<file path="src/rtl/disp_pkg.sv">
// Shared encodings and glyph table for the self-clean countdown display.
// Latency: none (constants and a pure combinational lookup).
// Backpressure: not applicable.
package disp_pkg;

  // Display mode FSM encodings
  localparam logic [1:0] MODE_OFF   = 2'd0;
  localparam logic [1:0] MODE_COUNT = 2'd1;
  localparam logic [1:0] MODE_END   = 2'd2;

  // Seconds-to-M:SS converter state encodings
  localparam logic [1:0] CONV_IDLE   = 2'd0;
  localparam logic [1:0] CONV_DIV60  = 2'd1;
  localparam logic [1:0] CONV_DIV10  = 2'd2;
  localparam logic [1:0] CONV_COMMIT = 2'd3;

  // Segment patterns, bit order {g,f,e,d,c,b,a}, active-high
  localparam logic [6:0] GLYPH_0     = 7'b0111111;
  localparam logic [6:0] GLYPH_1     = 7'b0000110;
  localparam logic [6:0] GLYPH_2     = 7'b1011011;
  localparam logic [6:0] GLYPH_3     = 7'b1001111;
  localparam logic [6:0] GLYPH_4     = 7'b1100110;
  localparam logic [6:0] GLYPH_5     = 7'b1101101;
  localparam logic [6:0] GLYPH_6     = 7'b1111101;
  localparam logic [6:0] GLYPH_7     = 7'b0000111;
  localparam logic [6:0] GLYPH_8     = 7'b1111111;
  localparam logic [6:0] GLYPH_9     = 7'b1101111;
  localparam logic [6:0] GLYPH_E     = 7'b1111001;
  localparam logic [6:0] GLYPH_n     = 7'b1010100;
  localparam logic [6:0] GLYPH_d     = 7'b1011110;
  localparam logic [6:0] GLYPH_BLANK = 7'b0000000;

  // Decimal digit to segment pattern; out-of-range digits show blank
  function automatic logic [6:0] digit_glyph(input logic [3:0] d);
    logic [6:0] g;
    case (d)
      4'd0:    g = GLYPH_0;
      4'd1:    g = GLYPH_1;
      4'd2:    g = GLYPH_2;
      4'd3:    g = GLYPH_3;
      4'd4:    g = GLYPH_4;
      4'd5:    g = GLYPH_5;
      4'd6:    g = GLYPH_6;
      4'd7:    g = GLYPH_7;
      4'd8:    g = GLYPH_8;
      4'd9:    g = GLYPH_9;
      default: g = GLYPH_BLANK;
    endcase
    return g;
  endfunction

endpackage

</file>
<file path="src/rtl/sec_to_mmss.sv">
// Sequential seconds (0..255) to minutes/tens/units converter using repeated subtraction.
// Latency: start accepted in IDLE; valid pulses in COMMIT at most 11 cycles later.
// Backpressure: start is ignored while busy; the caller re-requests once IDLE.
module sec_to_mmss
  import disp_pkg::*;
(
  input  logic       clk,
  input  logic       rst,
  input  logic       start,
  input  logic [7:0] val,
  output logic       busy,
  output logic       valid,
  output logic [2:0] min,
  output logic [2:0] tens,
  output logic [3:0] units
);

  logic [1:0] state_q, state_d;
  logic [7:0] work_q,  work_d;
  logic [2:0] min_q,   min_d;
  logic [2:0] tens_q,  tens_d;
  logic [3:0] units_q, units_d;

  // One subtraction per cycle: peel off minutes, then tens, then the remainder is units
  always_comb begin
    state_d = state_q;
    work_d  = work_q;
    min_d   = min_q;
    tens_d  = tens_q;
    units_d = units_q;
    case (state_q)
      CONV_IDLE: begin
        if (start) begin
          work_d  = val;
          min_d   = 3'd0;
          tens_d  = 3'd0;
          units_d = 4'd0;
          state_d = CONV_DIV60;
        end
      end
      CONV_DIV60: begin
        if (work_q >= 8'd60) begin
          work_d = work_q - 8'd60;
          min_d  = min_q + 3'd1;
        end else begin
          state_d = CONV_DIV10;
        end
      end
      CONV_DIV10: begin
        if (work_q >= 8'd10) begin
          work_d = work_q - 8'd10;
          tens_d = tens_q + 3'd1;
        end else begin
          units_d = work_q[3:0];
          state_d = CONV_COMMIT;
        end
      end
      default: begin
        state_d = CONV_IDLE;
      end
    endcase
  end

  // Converter state and working registers
  always_ff @(posedge clk or posedge rst) begin
    if (rst) begin
      state_q <= CONV_IDLE;
      work_q  <= 8'd0;
      min_q   <= 3'd0;
      tens_q  <= 3'd0;
      units_q <= 4'd0;
    end else begin
      state_q <= state_d;
      work_q  <= work_d;
      min_q   <= min_d;
      tens_q  <= tens_d;
      units_q <= units_d;
    end
  end

  assign busy  = (state_q != CONV_IDLE);
  assign valid = (state_q == CONV_COMMIT);
  assign min   = min_q;
  assign tens  = tens_q;
  assign units = units_q;

endmodule

</file>
<file path="src/rtl/clean_countdown_display.sv">
// Self-clean countdown display: M:SS during cleaning, blinking "End" after done, else blank.
// Latency: display outputs are registered (1 cycle after mode/scan state); digits update <= 11 cycles after a countdown change.
// Backpressure: none; countdown changes during a conversion are re-captured once the converter is idle.
module clean_countdown_display
  import disp_pkg::*;
#(
  parameter int SCAN_DIV   = 25_000,
  parameter int BLINK_DIV  = 25_000_000,
  parameter int DONE_SHOWS = 6
) (
  input  logic       clk,
  input  logic       rst,
  input  logic       cleaning,
  input  logic [7:0] countdown,
  input  logic       done,
  output logic [6:0] seg,
  output logic       dp,
  output logic [3:0] an,
  output logic       conv_busy
);

  localparam int SCAN_W  = (SCAN_DIV  > 1) ? $clog2(SCAN_DIV)  : 1;
  localparam int BLINK_W = (BLINK_DIV > 1) ? $clog2(BLINK_DIV) : 1;
  localparam int SHOW_W  = $clog2(DONE_SHOWS + 1);

  logic [1:0]         mode_q, mode_d;
  logic               entry_pend_q, entry_pend_d;
  logic [7:0]         last_val_q, last_val_d;
  logic [2:0]         dig_min_q, dig_min_d;
  logic [2:0]         dig_tens_q, dig_tens_d;
  logic [3:0]         dig_units_q, dig_units_d;
  logic [SCAN_W-1:0]  scan_cnt_q, scan_cnt_d;
  logic [1:0]         idx_q, idx_d;
  logic [BLINK_W-1:0] blink_cnt_q, blink_cnt_d;
  logic [SHOW_W-1:0]  shows_q, shows_d;
  logic [6:0]         seg_q, seg_d;
  logic               dp_q, dp_d;
  logic [3:0]         an_q, an_d;

  logic       blink_wrap;
  logic       end_finished;
  logic       conv_start;
  logic       conv_capture;
  logic       conv_busy_w;
  logic       conv_valid;
  logic [2:0] conv_min;
  logic [2:0] conv_tens;
  logic [3:0] conv_units;

  assign blink_wrap   = (blink_cnt_q == BLINK_W'(BLINK_DIV - 1));
  assign end_finished = blink_wrap && (shows_q == SHOW_W'(DONE_SHOWS - 1));

  // Mode FSM: done wins over cleaning; END runs its blink sequence to completion
  always_comb begin
    mode_d = mode_q;
    case (mode_q)
      MODE_OFF: begin
        if (done)          mode_d = MODE_END;
        else if (cleaning) mode_d = MODE_COUNT;
      end
      MODE_COUNT: begin
        if (done)          mode_d = MODE_END;
        else if (!cleaning) mode_d = MODE_OFF;
      end
      MODE_END: begin
        if (end_finished)  mode_d = MODE_OFF;
      end
      default: mode_d = MODE_OFF;
    endcase
  end

  // Request a conversion on COUNT entry or whenever countdown differs from the last captured value
  assign conv_start   = (mode_q == MODE_COUNT) && (entry_pend_q || (countdown != last_val_q));
  assign conv_capture = conv_start && !conv_busy_w;

  // Track the pending entry request and the last value handed to the converter
  always_comb begin
    entry_pend_d = entry_pend_q;
    last_val_d   = last_val_q;
    if (conv_capture) begin
      entry_pend_d = 1'b0;
      last_val_d   = countdown;
    end
    if ((mode_d == MODE_COUNT) && (mode_q != MODE_COUNT)) begin
      entry_pend_d = 1'b1;
    end
  end

  sec_to_mmss u_conv (
    .clk   (clk),
    .rst   (rst),
    .start (conv_start),
    .val   (countdown),
    .busy  (conv_busy_w),
    .valid (conv_valid),
    .min   (conv_min),
    .tens  (conv_tens),
    .units (conv_units)
  );

  // Display digits move together on the converter's commit cycle so no torn value is shown
  always_comb begin
    dig_min_d   = dig_min_q;
    dig_tens_d  = dig_tens_q;
    dig_units_d = dig_units_q;
    if (conv_valid) begin
      dig_min_d   = conv_min;
      dig_tens_d  = conv_tens;
      dig_units_d = conv_units;
    end
  end

  // Free-running digit scan: advance the slot index each time the divider wraps
  always_comb begin
    scan_cnt_d = scan_cnt_q + SCAN_W'(1);
    idx_d      = idx_q;
    if (scan_cnt_q == SCAN_W'(SCAN_DIV - 1)) begin
      scan_cnt_d = '0;
      idx_d      = idx_q + 2'd1;
    end
  end

  // Blink timing: cleared on END entry, counts half-periods only while in END
  always_comb begin
    blink_cnt_d = '0;
    shows_d     = '0;
    if ((mode_q == MODE_END) && (mode_d == MODE_END)) begin
      if (blink_wrap) begin
        blink_cnt_d = '0;
        shows_d     = shows_q + SHOW_W'(1);
      end else begin
        blink_cnt_d = blink_cnt_q + BLINK_W'(1);
        shows_d     = shows_q;
      end
    end
  end

  // Glyph mux for the slot currently selected by the scan index
  always_comb begin
    seg_d = GLYPH_BLANK;
    dp_d  = 1'b0;
    an_d  = 4'b0000;
    case (mode_q)
      MODE_COUNT: begin
        an_d = 4'b0001 << idx_q;
        case (idx_q)
          2'd3: seg_d = GLYPH_0;
          2'd2: begin
            seg_d = digit_glyph({1'b0, dig_min_q});
            dp_d  = 1'b1;
          end
          2'd1: seg_d = digit_glyph({1'b0, dig_tens_q});
          default: seg_d = digit_glyph(dig_units_q);
        endcase
      end
      MODE_END: begin
        // Even half-periods are the visible ones, so the first one is "on"
        if (!shows_q[0]) begin
          an_d = 4'b0001 << idx_q;
          case (idx_q)
            2'd3:    seg_d = GLYPH_E;
            2'd2:    seg_d = GLYPH_n;
            2'd1:    seg_d = GLYPH_d;
            default: seg_d = GLYPH_BLANK;
          endcase
        end
      end
      default: begin
        seg_d = GLYPH_BLANK;
      end
    endcase
  end

  // All state registers; asynchronous reset blanks the display immediately
  always_ff @(posedge clk or posedge rst) begin
    if (rst) begin
      mode_q       <= MODE_OFF;
      entry_pend_q <= 1'b0;
      last_val_q   <= 8'd0;
      dig_min_q    <= 3'd0;
      dig_tens_q   <= 3'd0;
      dig_units_q  <= 4'd0;
      scan_cnt_q   <= '0;
      idx_q        <= 2'd0;
      blink_cnt_q  <= '0;
      shows_q      <= '0;
      seg_q        <= 7'd0;
      dp_q         <= 1'b0;
      an_q         <= 4'd0;
    end else begin
      mode_q       <= mode_d;
      entry_pend_q <= entry_pend_d;
      last_val_q   <= last_val_d;
      dig_min_q    <= dig_min_d;
      dig_tens_q   <= dig_tens_d;
      dig_units_q  <= dig_units_d;
      scan_cnt_q   <= scan_cnt_d;
      idx_q        <= idx_d;
      blink_cnt_q  <= blink_cnt_d;
      shows_q      <= shows_d;
      seg_q        <= seg_d;
      dp_q         <= dp_d;
      an_q         <= an_d;
    end
  end

  assign seg       = seg_q;
  assign dp        = dp_q;
  assign an        = an_q;
  assign conv_busy = conv_busy_w;

endmodule
</file>
<file path="config.mk">
export PLATFORM = sky130hd
export DESIGN_NAME = clean_countdown_display
export DESIGN_NICKNAME = d
export VERILOG_FILES = /design/src/rtl/disp_pkg.sv /design/src/rtl/sec_to_mmss.sv /design/src/rtl/clean_countdown_display.sv
export SDC_FILE = /design/constraint.sdc
export NUM_CORES = 1
export LEC_CHECK = 0
export CORE_AREA = 2 2 105 107
export DETAILED_ROUTE_END_ITERATION = 10
export DIE_AREA = 0 0 107 109
export GPL_TIMING_DRIVEN = 0
export PLACE_DENSITY = 0.72
export SETUP_SLACK_MARGIN = 0.1
export SYNTH_ARGS = -nofsm -noshare
export SYNTH_HDL_FRONTEND = slang
export SYNTH_HIERARCHICAL = 1
export SYNTH_SLANG_ARGS = --single-unit
</file>
<file path="constraint.sdc">
create_clock -name clk -period 6.95 [get_ports clk]
set_input_delay 1.39 -clock clk [delete_from_list [all_inputs] [get_ports clk]]
set_output_delay 1.39 -clock clk [all_outputs]
set_load 0.005 [all_outputs]
</file>
==> report_table.html, run 1 <==
<table>
<tr><th>Metric</th><th>Value</th></tr>
<tr><th colspan="2">Status</th></tr>
<tr><td>Status</td><td>complete, no violations</td></tr>
<tr><th colspan="2">Floorplan</th></tr>
<tr><td>Horizontal die dimension</td><td>107 um</td></tr>
<tr><td>Area inside the core boundary</td><td>roughly 0.011 sq mm</td></tr>
<tr><td>Height of the chip</td><td>109 um</td></tr>
<tr><td>Number of standard-cell rows in the floorplan</td><td>38</td></tr>
<tr><td>Initial Util</td><td>53.6%</td></tr>
<tr><td>Die outline area</td><td>0.0117 sq mm</td></tr>
<tr><td>I/O pin cnt</td><td>25</td></tr>
<tr><th colspan="2">Pwr</th></tr>
<tr><td>VDD IR max</td><td>0.242 mV</td></tr>
<tr><td>Total leakage power</td><td>0.00274 uW</td></tr>
<tr><td>Power, Total</td><td>2080 uW</td></tr>
<tr><td>Areal power density over the cells</td><td>328 mW/mm^2</td></tr>
<tr><th colspan="2">Worst hold path</th></tr>
<tr><td>Worst hold path class</td><td>reg -&gt; reg</td></tr>
<tr><td>Count of cells along the worst hold path</td><td>1</td></tr>
<tr><td>Min-Delay Endpoint</td><td>scan_cnt_q[0]$_DFF_PP0_</td></tr>
<tr><td>Startpoint of the tightest hold check path</td><td>scan_cnt_q[0]$_DFF_PP0_</td></tr>
<tr><th colspan="2">Clock tree</th></tr>
<tr><td>Post-CTS repair timing setup buffer count</td><td>0</td></tr>
<tr><td>Number of hold-repair buffers added at the cts stage</td><td>0</td></tr>
<tr><td>Clk sink count</td><td>98</td></tr>
<tr><td>Clock H-tree levels</td><td>3</td></tr>
<tr><td>Maximum buffer depth of the clock tree</td><td>2</td></tr>
<tr><td>Clock transition at the registers of the reported paths</td><td>~0.090 ns</td></tr>
<tr><td>Number of buffers inserted during clock tree synthesis</td><td>9</td></tr>
<tr><td>Quantity of gates resized following cts</td><td>0</td></tr>
<tr><td>Clock root cell</td><td>clkbuf_8</td></tr>
<tr><td>Latest clock arrival within the worst-skew pair</td><td>0.37 ns</td></tr>
<tr><td>TritonCTS clock tree</td><td>done</td></tr>
<tr><th colspan="2">Synth</th></tr>
<tr><td>Synth Instances</td><td>586</td></tr>
<tr><td>Cell area after synthesis</td><td>0.00568 sq mm</td></tr>
<tr><td>Post-synthesis sequential area ratio</td><td>43.2%</td></tr>
<tr><td>Count of synthesis-stage warnings from yosys</td><td>6</td></tr>
<tr><td>Flop and latch count out of synthesis</td><td>between 90 and 100</td></tr>
<tr><td>Mapped Nets</td><td>642</td></tr>
<tr><td>Mean instance size in the synthesized netlist</td><td>9.70 sq um</td></tr>
<tr><td>FFs w/ async S/R, synth</td><td>100%</td></tr>
<tr><td>Number of flops mapped to enable cells by yosys</td><td>0</td></tr>
<tr><td>Dominant synthesized flop cell</td><td>dfrtp_1</td></tr>
<tr><td>Synth unique cells</td><td>60</td></tr>
<tr><th colspan="2">Detailed routing</th></tr>
<tr><td>Vias</td><td>around 4300</td></tr>
<tr><td>Drt initial violations</td><td>172</td></tr>
<tr><td>Count of TritonRoute iterations in the first routing pass</td><td>5</td></tr>
<tr><td>Vias per std cell</td><td>5.60</td></tr>
<tr><td>Wire per inst</td><td>14.5 um</td></tr>
<tr><td>Residual DRC</td><td>0</td></tr>
<tr><td>Total detailed-routing wirelength</td><td>about 11 mm</td></tr>
<tr><td>Antenna Nets Post-Route</td><td>0</td></tr>
<tr><th colspan="2">Cells and area</th></tr>
<tr><td>Count of filler cells inserted in the layout</td><td>889</td></tr>
<tr><td>Final standard cell utilization of the core</td><td>roughly three fifths</td></tr>
<tr><td>Leading cell type in the layout, fill and taps excluded</td><td>dfrtp_1</td></tr>
<tr><td>Most used cells in the layout excluding fill and tap cells</td><td>dfrtp_1, nor2_1, nand2_1</td></tr>
<tr><td>Share of cells above drive strength 1</td><td>7.50%</td></tr>
<tr><td>Antenna cell count</td><td>0</td></tr>
<tr><td>Final layout net count</td><td>678</td></tr>
<tr><td>Final std cell area, no fill</td><td>between 0.006 and 0.007 sq mm</td></tr>
<tr><td>Growth of design area from synthesis to finish</td><td>11.3%</td></tr>
<tr><th colspan="2">Placement</th></tr>
<tr><td>Total cell area at the placement stage</td><td>0.00613 sq mm</td></tr>
<tr><td>Weighted congestion at the end of routability-driven global placement</td><td>just over 0.9</td></tr>
<tr><td>Count of buffers inserted at the top-level ports</td><td>24</td></tr>
<tr><td>Half-perimeter wire length after detailed placement</td><td>8.18 mm</td></tr>
<tr><th colspan="2">Setup path</th></tr>
<tr><td>Reg2Reg Setup Slack</td><td>4.12 ns</td></tr>
<tr><td>Ordered list of cells on the worst path</td><td>clkdlybuf4s50_1 -&gt; xor2_1 -&gt; nor4_1 -&gt; a31oi_1 -&gt; nand2b_1 -&gt; nand2b_1 -&gt; a311o_1 -&gt; buf_6 -&gt; o31ai_2</td></tr>
<tr><td>Maximum fanout count along the critical path</td><td>10</td></tr>
<tr><td>Data arrival time of the critical path</td><td>3.68 ns</td></tr>
<tr><td>Type of element launching the critical path</td><td>input port</td></tr>
<tr><td>Standard cell with the maximum stage delay on the critical path</td><td>clkdlybuf4s50_1</td></tr>
<tr><td>Number of cell instances on the worst register-to-register path</td><td>10</td></tr>
<tr><td>Required time at the worst-slack endpoint</td><td>7.24 ns</td></tr>
<tr><td>Top Family by Delay on Critical Path</td><td>compound AO/OA/AOI/OAI gates</td></tr>
<tr><td>Cell occurring most often along the worst timing path</td><td>nand2b_1</td></tr>
<tr><td>Buffers plus inverters on the worst setup path</td><td>2</td></tr>
<tr><td>Critical path's largest stage delay</td><td>roughly 0.56 ns</td></tr>
<tr><td>Endpoint type of the worst setup path</td><td>register</td></tr>
<tr><td>Crit Reg-Reg Endpoint</td><td>u_conv/work_q[5]$_DFFE_PP0P_</td></tr>
<tr><td>RR Startpoint</td><td>mode_q[1]$_DFF_PP0_</td></tr>
<tr><td>Setup Crit Path Kind</td><td>in -&gt; reg</td></tr>
<tr><th colspan="2">Timing</th></tr>
<tr><td>Hold Violations, Final</td><td>0</td></tr>
<tr><td>Shortest clock period the worst path allows after layout</td><td>around 3.4 ns</td></tr>
<tr><td>RSZ-0062 raised after global routing</td><td>false</td></tr>
<tr><td>Final number of setup-violating endpoints</td><td>0</td></tr>
<tr><td>Number of pins with negative max-slew slack in the final report</td><td>0</td></tr>
<tr><td>Final clock skew</td><td>0.0120 ns</td></tr>
<tr><td>Share of the clock period used by the worst path after layout</td><td>48.8%</td></tr>
<tr><td>Max-slew headroom at the worst pin</td><td>roughly half</td></tr>
<tr><td>Top achievable clock speed</td><td>a little under 0.3 GHz</td></tr>
<tr><td>Worst Max-Slew Pin Slew</td><td>0.761 ns</td></tr>
<tr><td>Final-layout setup total negative slack</td><td>0 ns</td></tr>
<tr><th colspan="2">Global routing</th></tr>
<tr><td>Overall Global Routing Usage</td><td>20.5%</td></tr>
<tr><td>Initial antenna violation count</td><td>0</td></tr>
<tr><td>Number of global-route vias before repair</td><td>~4300</td></tr>
<tr><td>Maximum number of pins on one net before global-route repair</td><td>63</td></tr>
<tr><td>Wire length of the first global-routing pass</td><td>19.3 mm</td></tr>
<tr><td>Congestion Overflow GR</td><td>0</td></tr>
<tr><th colspan="2">Run</th></tr>
<tr><td>Max cap viols</td><td>0</td></tr>
</table>
==> worst max path at each step <==
stage,end,depth (start not counted),startpoint
after global placement,blink_cnt_q[12]$_DFF_PP0_,2,rst
after global routing,u_conv/work_q[2]$_DFFE_PP0P_,10,countdown[4]
final,u_conv/work_q[5]$_DFFE_PP0P_,9,countdown[4]
after floorplan,an[0]$_DFF_PP0_,1,rst
after detailed placement,u_conv/work_q[5]$_DFFE_PP0P_,9,countdown[4]
after CTS,u_conv/work_q[5]$_DFFE_PP0P_,9,countdown[4]
==> synth_stat cells (3+ instances only) <==
master / instances / area share [%]
a31oi_1: 6 / 0.66
o31ai_1: 3 / 0.40
o211ai_1: 4 / 0.53
xor2_1: 26 / 4.0
nor4_1: 8 / 0.88
o21a_1: 4 / 0.53
o221ai_1: 5 / 0.77
nand2_1: 46 / 3.0
xnor2_1: 29 / 4.5
clkbuf_1: 12 / 0.79
mux2i_1: 4 / 0.70
ha_1: 44 / 9.7
dfrtp_1: 98 / 43
nor2_1: 69 / 4.6
a21oi_1: 7 / 0.62
and3_1: 5 / 0.55
nand2b_1: 7 / 0.77
a221oi_1: 4 / 0.62
nand4_1: 8 / 0.88
nor2b_1: 16 / 1.8
o21ai_0: 40 / 3.5
mux2_2: 12 / 2.4
buf_4: 4 / 0.53
nand3_1: 25 / 2.2
or3_1: 3 / 0.33
a311oi_1: 3 / 0.46
a22o_1: 4 / 0.62
nor3_1: 12 / 1.1
inv_1: 37 / 2.4
==> where the power goes <==
part           leakage (uW)  total, uW  switching, uW  internal [uW]
combinational       0.00134        919            539            380
clock             0.0000966        373            196            177
sequential          0.00131        784            102            682
total               0.00274       2080            837           1240
==> metal layers <==
layer  track usage, %  part of all wire (%)  up-vias  routed length, um
li1                 -                     -     2092                  -
met5                0                     0        -                  0
met2             34.2                    47      100               5230
met1             26.8                    47     2080               5260
met3             3.17                   3.4       23                375
met4             8.63                   2.1        0                235
==> kinds of logic after synthesis <==
| logic type | Yosys count | synth area share [%] |
|---|---|---|
| and+or+nand+nor | 220 | 19.5 |
| DFF | 98 | 43.2 |
| AOI/OAI and AO/OA | 97 | 11.8 |
| xor gates and xnor gates | 55 | 8.48 |
| buffers and inverters | 55 | 4.05 |
| adders and majority gates | 44 | 9.69 |
| muxes | 17 | 3.35 |
==> per-stage QoR <==
stage / hold WS (ns) / setup WS, ns / cells
6_report: 0.487 / 3.56 / 767
5_1_grt: 0.524 / 3.40 / 767
4_1_cts: 0.492 / 3.57 / 767
3_5_place_dp: 0.480 / 3.17 / 751
3_3_place_gp: 0.467 / 2.34 / 750
2_1_floorplan: 0.439 / 3.56 / 586
==> sequential cells by signal, indices dropped and copies added, names as in the netlist <==
name	count
seg	7
entry_pend_q	1
u_conv/units	4
dig_min_q	3
blink_cnt_q	25
an	4
mode_q	2
u_conv/state_q	2
shows_q	3
u_conv/tens	3
scan_cnt_q	15
last_val_q	8
u_conv/min	3
dp	1
u_conv/work_q	8
idx_q	2
dig_tens_q	3
dig_units_q	4
==> worst reg2reg max path: cells and delay by family (launching register included) <==
kind,cells,cell delay [ns]
AO/OA/AOI/OAI,3,0.87
buffers and inverters,4,0.85
AND/OR/NAND/NOR,2,0.48
adder cells (fa/ha/maj),1,0.14
flip-flops,1,0.42
==> final cells by class <==
type	count	area, sq um	share of cell area (%)
multi-input cells	433	3000	47.4
well taps	140	175	2.77
inverters	37	141	2.24
clock buffers	12	145	2.30
clock inverters	4	51.3	0.811
plain buffers	18	91.3	1.44
flip-flops and latches	98	2450	38.8
repair buffers	25	268	4.23
Note: power is estimated with default switching activity, not from simulation.
==> inputs of run 2 (changes only) <==
--- a/config.mk
+++ b/config.mk
@@ -9,7 +9,7 @@
 export DETAILED_ROUTE_END_ITERATION = 10
 export DIE_AREA = 0 0 107 109
 export GPL_TIMING_DRIVEN = 0
-export PLACE_DENSITY = 0.72
+export PLACE_DENSITY = 0.75
 export SETUP_SLACK_MARGIN = 0.1
 export SYNTH_ARGS = -nofsm -noshare
 export SYNTH_HDL_FRONTEND = slang
==> constraint.sdc (replaced) <==
create_clock -name clk -period 3.1 [get_ports clk]
set_input_delay 0.62 -clock clk [delete_from_list [all_inputs] [get_ports clk]]
set_output_delay 0.62 -clock clk [all_outputs]
set_load 0.005 [all_outputs]
==> run 2 against run 1 <==
  * Via count decreased by 0.42%
  * Die area is the same
  * Combinational power grew 120%
  * Sequential power rose by 120%
  * Cell area barely moved
  * Highest routed layer unchanged
==> report_table.html, run 2 (synthesis results as in run 1) <==
<table>
<tr><th>Metric</th><th>Value</th></tr>
<tr><th colspan="2">Clock tree</th></tr>
<tr><td>Quantity of gates resized following cts</td><td>0 (unchanged)</td></tr>
<tr><td>Clock H-tree levels</td><td>3 (unchanged)</td></tr>
<tr><td>TritonCTS clock tree</td><td>done</td></tr>
<tr><td>Clk sink count</td><td>98 (unchanged)</td></tr>
<tr><td>Maximum buffer depth of the clock tree</td><td>2 (unchanged)</td></tr>
<tr><td>Post-CTS repair timing setup buffer count</td><td>0 (unchanged)</td></tr>
<tr><td>Clock root cell</td><td>clkbuf_8</td></tr>
<tr><td>Number of buffers inserted during clock tree synthesis</td><td>9 (unchanged)</td></tr>
<tr><td>Latest clock arrival within the worst-skew pair</td><td>0.39 ns (+0.02 ns)</td></tr>
<tr><td>Clock transition at the registers of the reported paths</td><td>0.10 ns (about the same)</td></tr>
<tr><td>Number of hold-repair buffers added at the cts stage</td><td>0 (unchanged)</td></tr>
<tr><th colspan="2">Global routing</th></tr>
<tr><td>Initial antenna violation count</td><td>0 (unchanged)</td></tr>
<tr><td>Number of global-route vias before repair</td><td>4018 (-6.2%)</td></tr>
<tr><td>Maximum number of pins on one net before global-route repair</td><td>44 (-30%)</td></tr>
<tr><td>Congestion Overflow GR</td><td>0 (unchanged)</td></tr>
<tr><td>Wire length of the first global-routing pass</td><td>18.9 mm (-2.0%)</td></tr>
<tr><td>Overall Global Routing Usage</td><td>20.2% (-0.29 points)</td></tr>
<tr><th colspan="2">Setup path</th></tr>
<tr><td>Data arrival time of the critical path</td><td>2.90 ns (-0.78 ns)</td></tr>
<tr><td>Number of cell instances on the worst register-to-register path</td><td>10 (unchanged)</td></tr>
<tr><td>Cell occurring most often along the worst timing path</td><td>nand2b_1</td></tr>
<tr><td>Endpoint type of the worst setup path</td><td>register</td></tr>
<tr><td>Type of element launching the critical path</td><td>input port</td></tr>
<tr><td>Timing endpoint of the critical path</td><td>u_conv/work_q[5]$_DFFE_PP0P_</td></tr>
<tr><td>Required time at the worst-slack endpoint</td><td>3.40 ns (-3.84 ns)</td></tr>
<tr><td>Buffers plus inverters on the worst setup path</td><td>2 (unchanged)</td></tr>
<tr><td>Critical path's largest stage delay</td><td>0.55 ns (about the same)</td></tr>
<tr><td>Standard cell with the maximum stage delay on the critical path</td><td>clkdlybuf4s50_1</td></tr>
<tr><td>Reg2Reg Setup Slack</td><td>0.52 ns (-3.60 ns)</td></tr>
<tr><td>Ordered list of cells on the worst path</td><td>clkdlybuf4s50_1 -&gt; xor2_1 -&gt; nor3_1 -&gt; a31oi_1 -&gt; nand2b_1 -&gt; nand2b_1 -&gt; a311o_1 -&gt; buf_6 -&gt; o31ai_2</td></tr>
<tr><td>RR Startpoint</td><td>mode_q[1]$_DFF_PP0_</td></tr>
<tr><td>Setup Crit Path Kind</td><td>in -&gt; reg</td></tr>
<tr><td>Crit Reg-Reg Endpoint</td><td>u_conv/work_q[5]$_DFFE_PP0P_</td></tr>
<tr><td>Stages on the worst setup path</td><td>9 (unchanged)</td></tr>
<tr><td>Start point of the critical path</td><td>countdown[7]</td></tr>
<tr><td>Top Family by Delay on Critical Path</td><td>compound AO/OA/AOI/OAI gates</td></tr>
<tr><td>Maximum fanout count along the critical path</td><td>10 (unchanged)</td></tr>
<tr><th colspan="2">Cells and area</th></tr>
<tr><td>Register with the highest flop count</td><td>blink_cnt_q</td></tr>
<tr><td>Share of cells above drive strength 1</td><td>7.97% (+0.48 points)</td></tr>
<tr><td>Combined area of the multi-input logic cells</td><td>0.00300 sq mm (unchanged)</td></tr>
<tr><td>Max FFs per register</td><td>25 (unchanged)</td></tr>
<tr><td>Area taken by flip-flops and latches</td><td>0.00245 sq mm (unchanged)</td></tr>
<tr><td>Final layout net count</td><td>678 (unchanged)</td></tr>
<tr><td>Growth of design area from synthesis to finish</td><td>11.4% (about the same)</td></tr>
<tr><td>Most used cells in the layout excluding fill and tap cells</td><td>dfrtp_1, nor2_1, nand2_1</td></tr>
<tr><td>Registers with the most flip-flops</td><td>blink_cnt_q (25), scan_cnt_q (15)</td></tr>
<tr><td>Antenna cell count</td><td>0 (unchanged)</td></tr>
<tr><td>Count of filler cells inserted in the layout</td><td>905 (+1.8%)</td></tr>
<tr><td>Leading cell type in the layout, fill and taps excluded</td><td>dfrtp_1</td></tr>
<tr><th colspan="2">Timing</th></tr>
<tr><td>Top achievable clock speed</td><td>between 0.3 and 0.4 GHz</td></tr>
<tr><td>Final-layout setup total negative slack</td><td>0 ns (unchanged)</td></tr>
<tr><td>Max-slew headroom at the worst pin</td><td>48.5% (-0.74 points)</td></tr>
<tr><td>Shortest clock period the worst path allows after layout</td><td>2.60 ns</td></tr>
<tr><td>Hold Violations, Final</td><td>0 (unchanged)</td></tr>
<tr><td>RSZ-0062 raised after global routing</td><td>false</td></tr>
<tr><td>Share of the clock period used by the worst path after layout</td><td>83.9%</td></tr>
<tr><td>Minimum hold slack</td><td>0.503 ns (+0.0160 ns)</td></tr>
<tr><td>Worst Max-Slew Pin Slew</td><td>0.772 ns (+0.0110 ns)</td></tr>
<tr><td>Final number of setup-violating endpoints</td><td>0 (unchanged)</td></tr>
<tr><td>Number of pins with negative max-slew slack in the final report</td><td>0 (unchanged)</td></tr>
<tr><td>Final clock skew</td><td>0.0126 ns (+0.000558 ns)</td></tr>
<tr><th colspan="2">Detailed routing</th></tr>
<tr><td>Antenna Nets Post-Route</td><td>0 (unchanged)</td></tr>
<tr><td>Residual DRC</td><td>0 (unchanged)</td></tr>
<tr><td>Vias</td><td>4277 (-0.42%)</td></tr>
<tr><td>Vias per std cell</td><td>5.58 (-0.42%)</td></tr>
<tr><td>Wire per inst</td><td>14.5 um (+0.27%)</td></tr>
<tr><td>Count of TritonRoute iterations in the first routing pass</td><td>5 (unchanged)</td></tr>
<tr><td>Total detailed-routing wirelength</td><td>11.1 mm (+0.27%)</td></tr>
<tr><td>Drt initial violations</td><td>215 (+25%)</td></tr>
<tr><th colspan="2">Status</th></tr>
<tr><td>Status</td><td>complete, no violations</td></tr>
<tr><th colspan="2">Floorplan</th></tr>
<tr><td>Number of standard-cell rows in the floorplan</td><td>38 (unchanged)</td></tr>
<tr><td>Die outline area</td><td>0.0117 sq mm (unchanged)</td></tr>
<tr><td>Horizontal die dimension</td><td>107 um (unchanged)</td></tr>
<tr><td>Area inside the core boundary</td><td>0.0106 sq mm (unchanged)</td></tr>
<tr><td>I/O pin cnt</td><td>25 (unchanged)</td></tr>
<tr><td>Initial Util</td><td>53.6% (unchanged)</td></tr>
<tr><td>Height of the chip</td><td>109 um (unchanged)</td></tr>
<tr><th colspan="2">Pwr</th></tr>
<tr><td>Power, Total</td><td>4680 uW (+130%)</td></tr>
<tr><td>Total leakage power</td><td>0.00275 uW (+0.21%)</td></tr>
<tr><td>VDD IR max</td><td>0.618 mV (+160%)</td></tr>
<tr><td>Areal power density over the cells</td><td>740 mW/mm^2 (+130%)</td></tr>
<tr><th colspan="2">Placement</th></tr>
<tr><td>Weighted congestion at the end of routability-driven global placement</td><td>0.902 (-2.4%)</td></tr>
<tr><td>Half-perimeter wire length after detailed placement</td><td>8.38 mm (+2.5%)</td></tr>
<tr><td>Count of buffers inserted at the top-level ports</td><td>24 (unchanged)</td></tr>
<tr><th colspan="2">Worst hold path</th></tr>
<tr><td>Worst hold path class</td><td>reg -&gt; reg</td></tr>
<tr><td>Count of cells along the worst hold path</td><td>1 (unchanged)</td></tr>
<tr><th colspan="2">Run</th></tr>
<tr><td>Max cap viols</td><td>0 (unchanged)</td></tr>
</table>
==> run 2: routing by layer <==
layer	global-route usage [%]	up-vias	part of all wire, %
met5	0	-	0
met4	7.24	0	1.6
met3	2.81	15	3.4
met2	33.4	94	48
met1	27.3	2081	47
li1	-	2087	-
==> run 2: worst min-delay path by stage <==
stage / from / slack [ns] / endpoint
2_1_floorplan: u_conv/tens[2]$_DFFE_PP0P_ / 0.44 / u_conv/tens[2]$_DFFE_PP0P_
3_3_place_gp: u_conv/tens[2]$_DFFE_PP0P_ / 0.47 / u_conv/tens[2]$_DFFE_PP0P_
3_5_place_dp: scan_cnt_q[0]$_DFF_PP0_ / 0.49 / scan_cnt_q[0]$_DFF_PP0_
4_1_cts: scan_cnt_q[0]$_DFF_PP0_ / 0.50 / scan_cnt_q[0]$_DFF_PP0_
5_1_grt: scan_cnt_q[12]$_DFF_PP0_ / 0.52 / scan_cnt_q[12]$_DFF_PP0_
6_report: scan_cnt_q[12]$_DFF_PP0_ / 0.50 / scan_cnt_q[12]$_DFF_PP0_
==> run 2: report_power, final <==
| part | internal, uW | switching (uW) |
|---|---|---|
| sequential | 1530 | 217 |
| clock | 387 | 487 |
| combinational | 855 | 1200 |
| total | 2770 | 1910 |
==> run 2: worst reg2reg max path: stages, from the launching register on <==
cell and delay, ns:
dfrtp_1 0.42, inv_1 0.10, ha_1 0.14, clkbuf_2 0.19, inv_1 0.18, a31oi_1 0.26, nand2b_1 0.29, nand2b_1 0.15
a311o_1 0.39, buf_6 0.15, o31ai_2 0.22
==> run 2: layout make-up <==
type | instances | share of cell area [%]
Buffer | 18 | 1.46
Clock buffer | 9 | 1.96
Clock inverter | 7 | 1.32
Inverter | 37 | 2.23
Multi-Input combinational cell | 433 | 47.4
Sequential cell | 98 | 38.8
Tap cell | 140 | 2.77
Timing Repair Buffer | 25 | 4.11
==> run 2: stage by stage <==
step	cells	setup slack [ns]	area (sq um)	util, %
6_report	767	0.500	6330	59.7
5_1_grt	767	0.271	6330	59.7
4_1_cts	767	0.289	6330	59.7
3_5_place_dp	751	0.0739	6120	57.7
3_3_place_gp	750	-0.690	6100	57.5
2_1_floorplan	586	0.485	5680	-
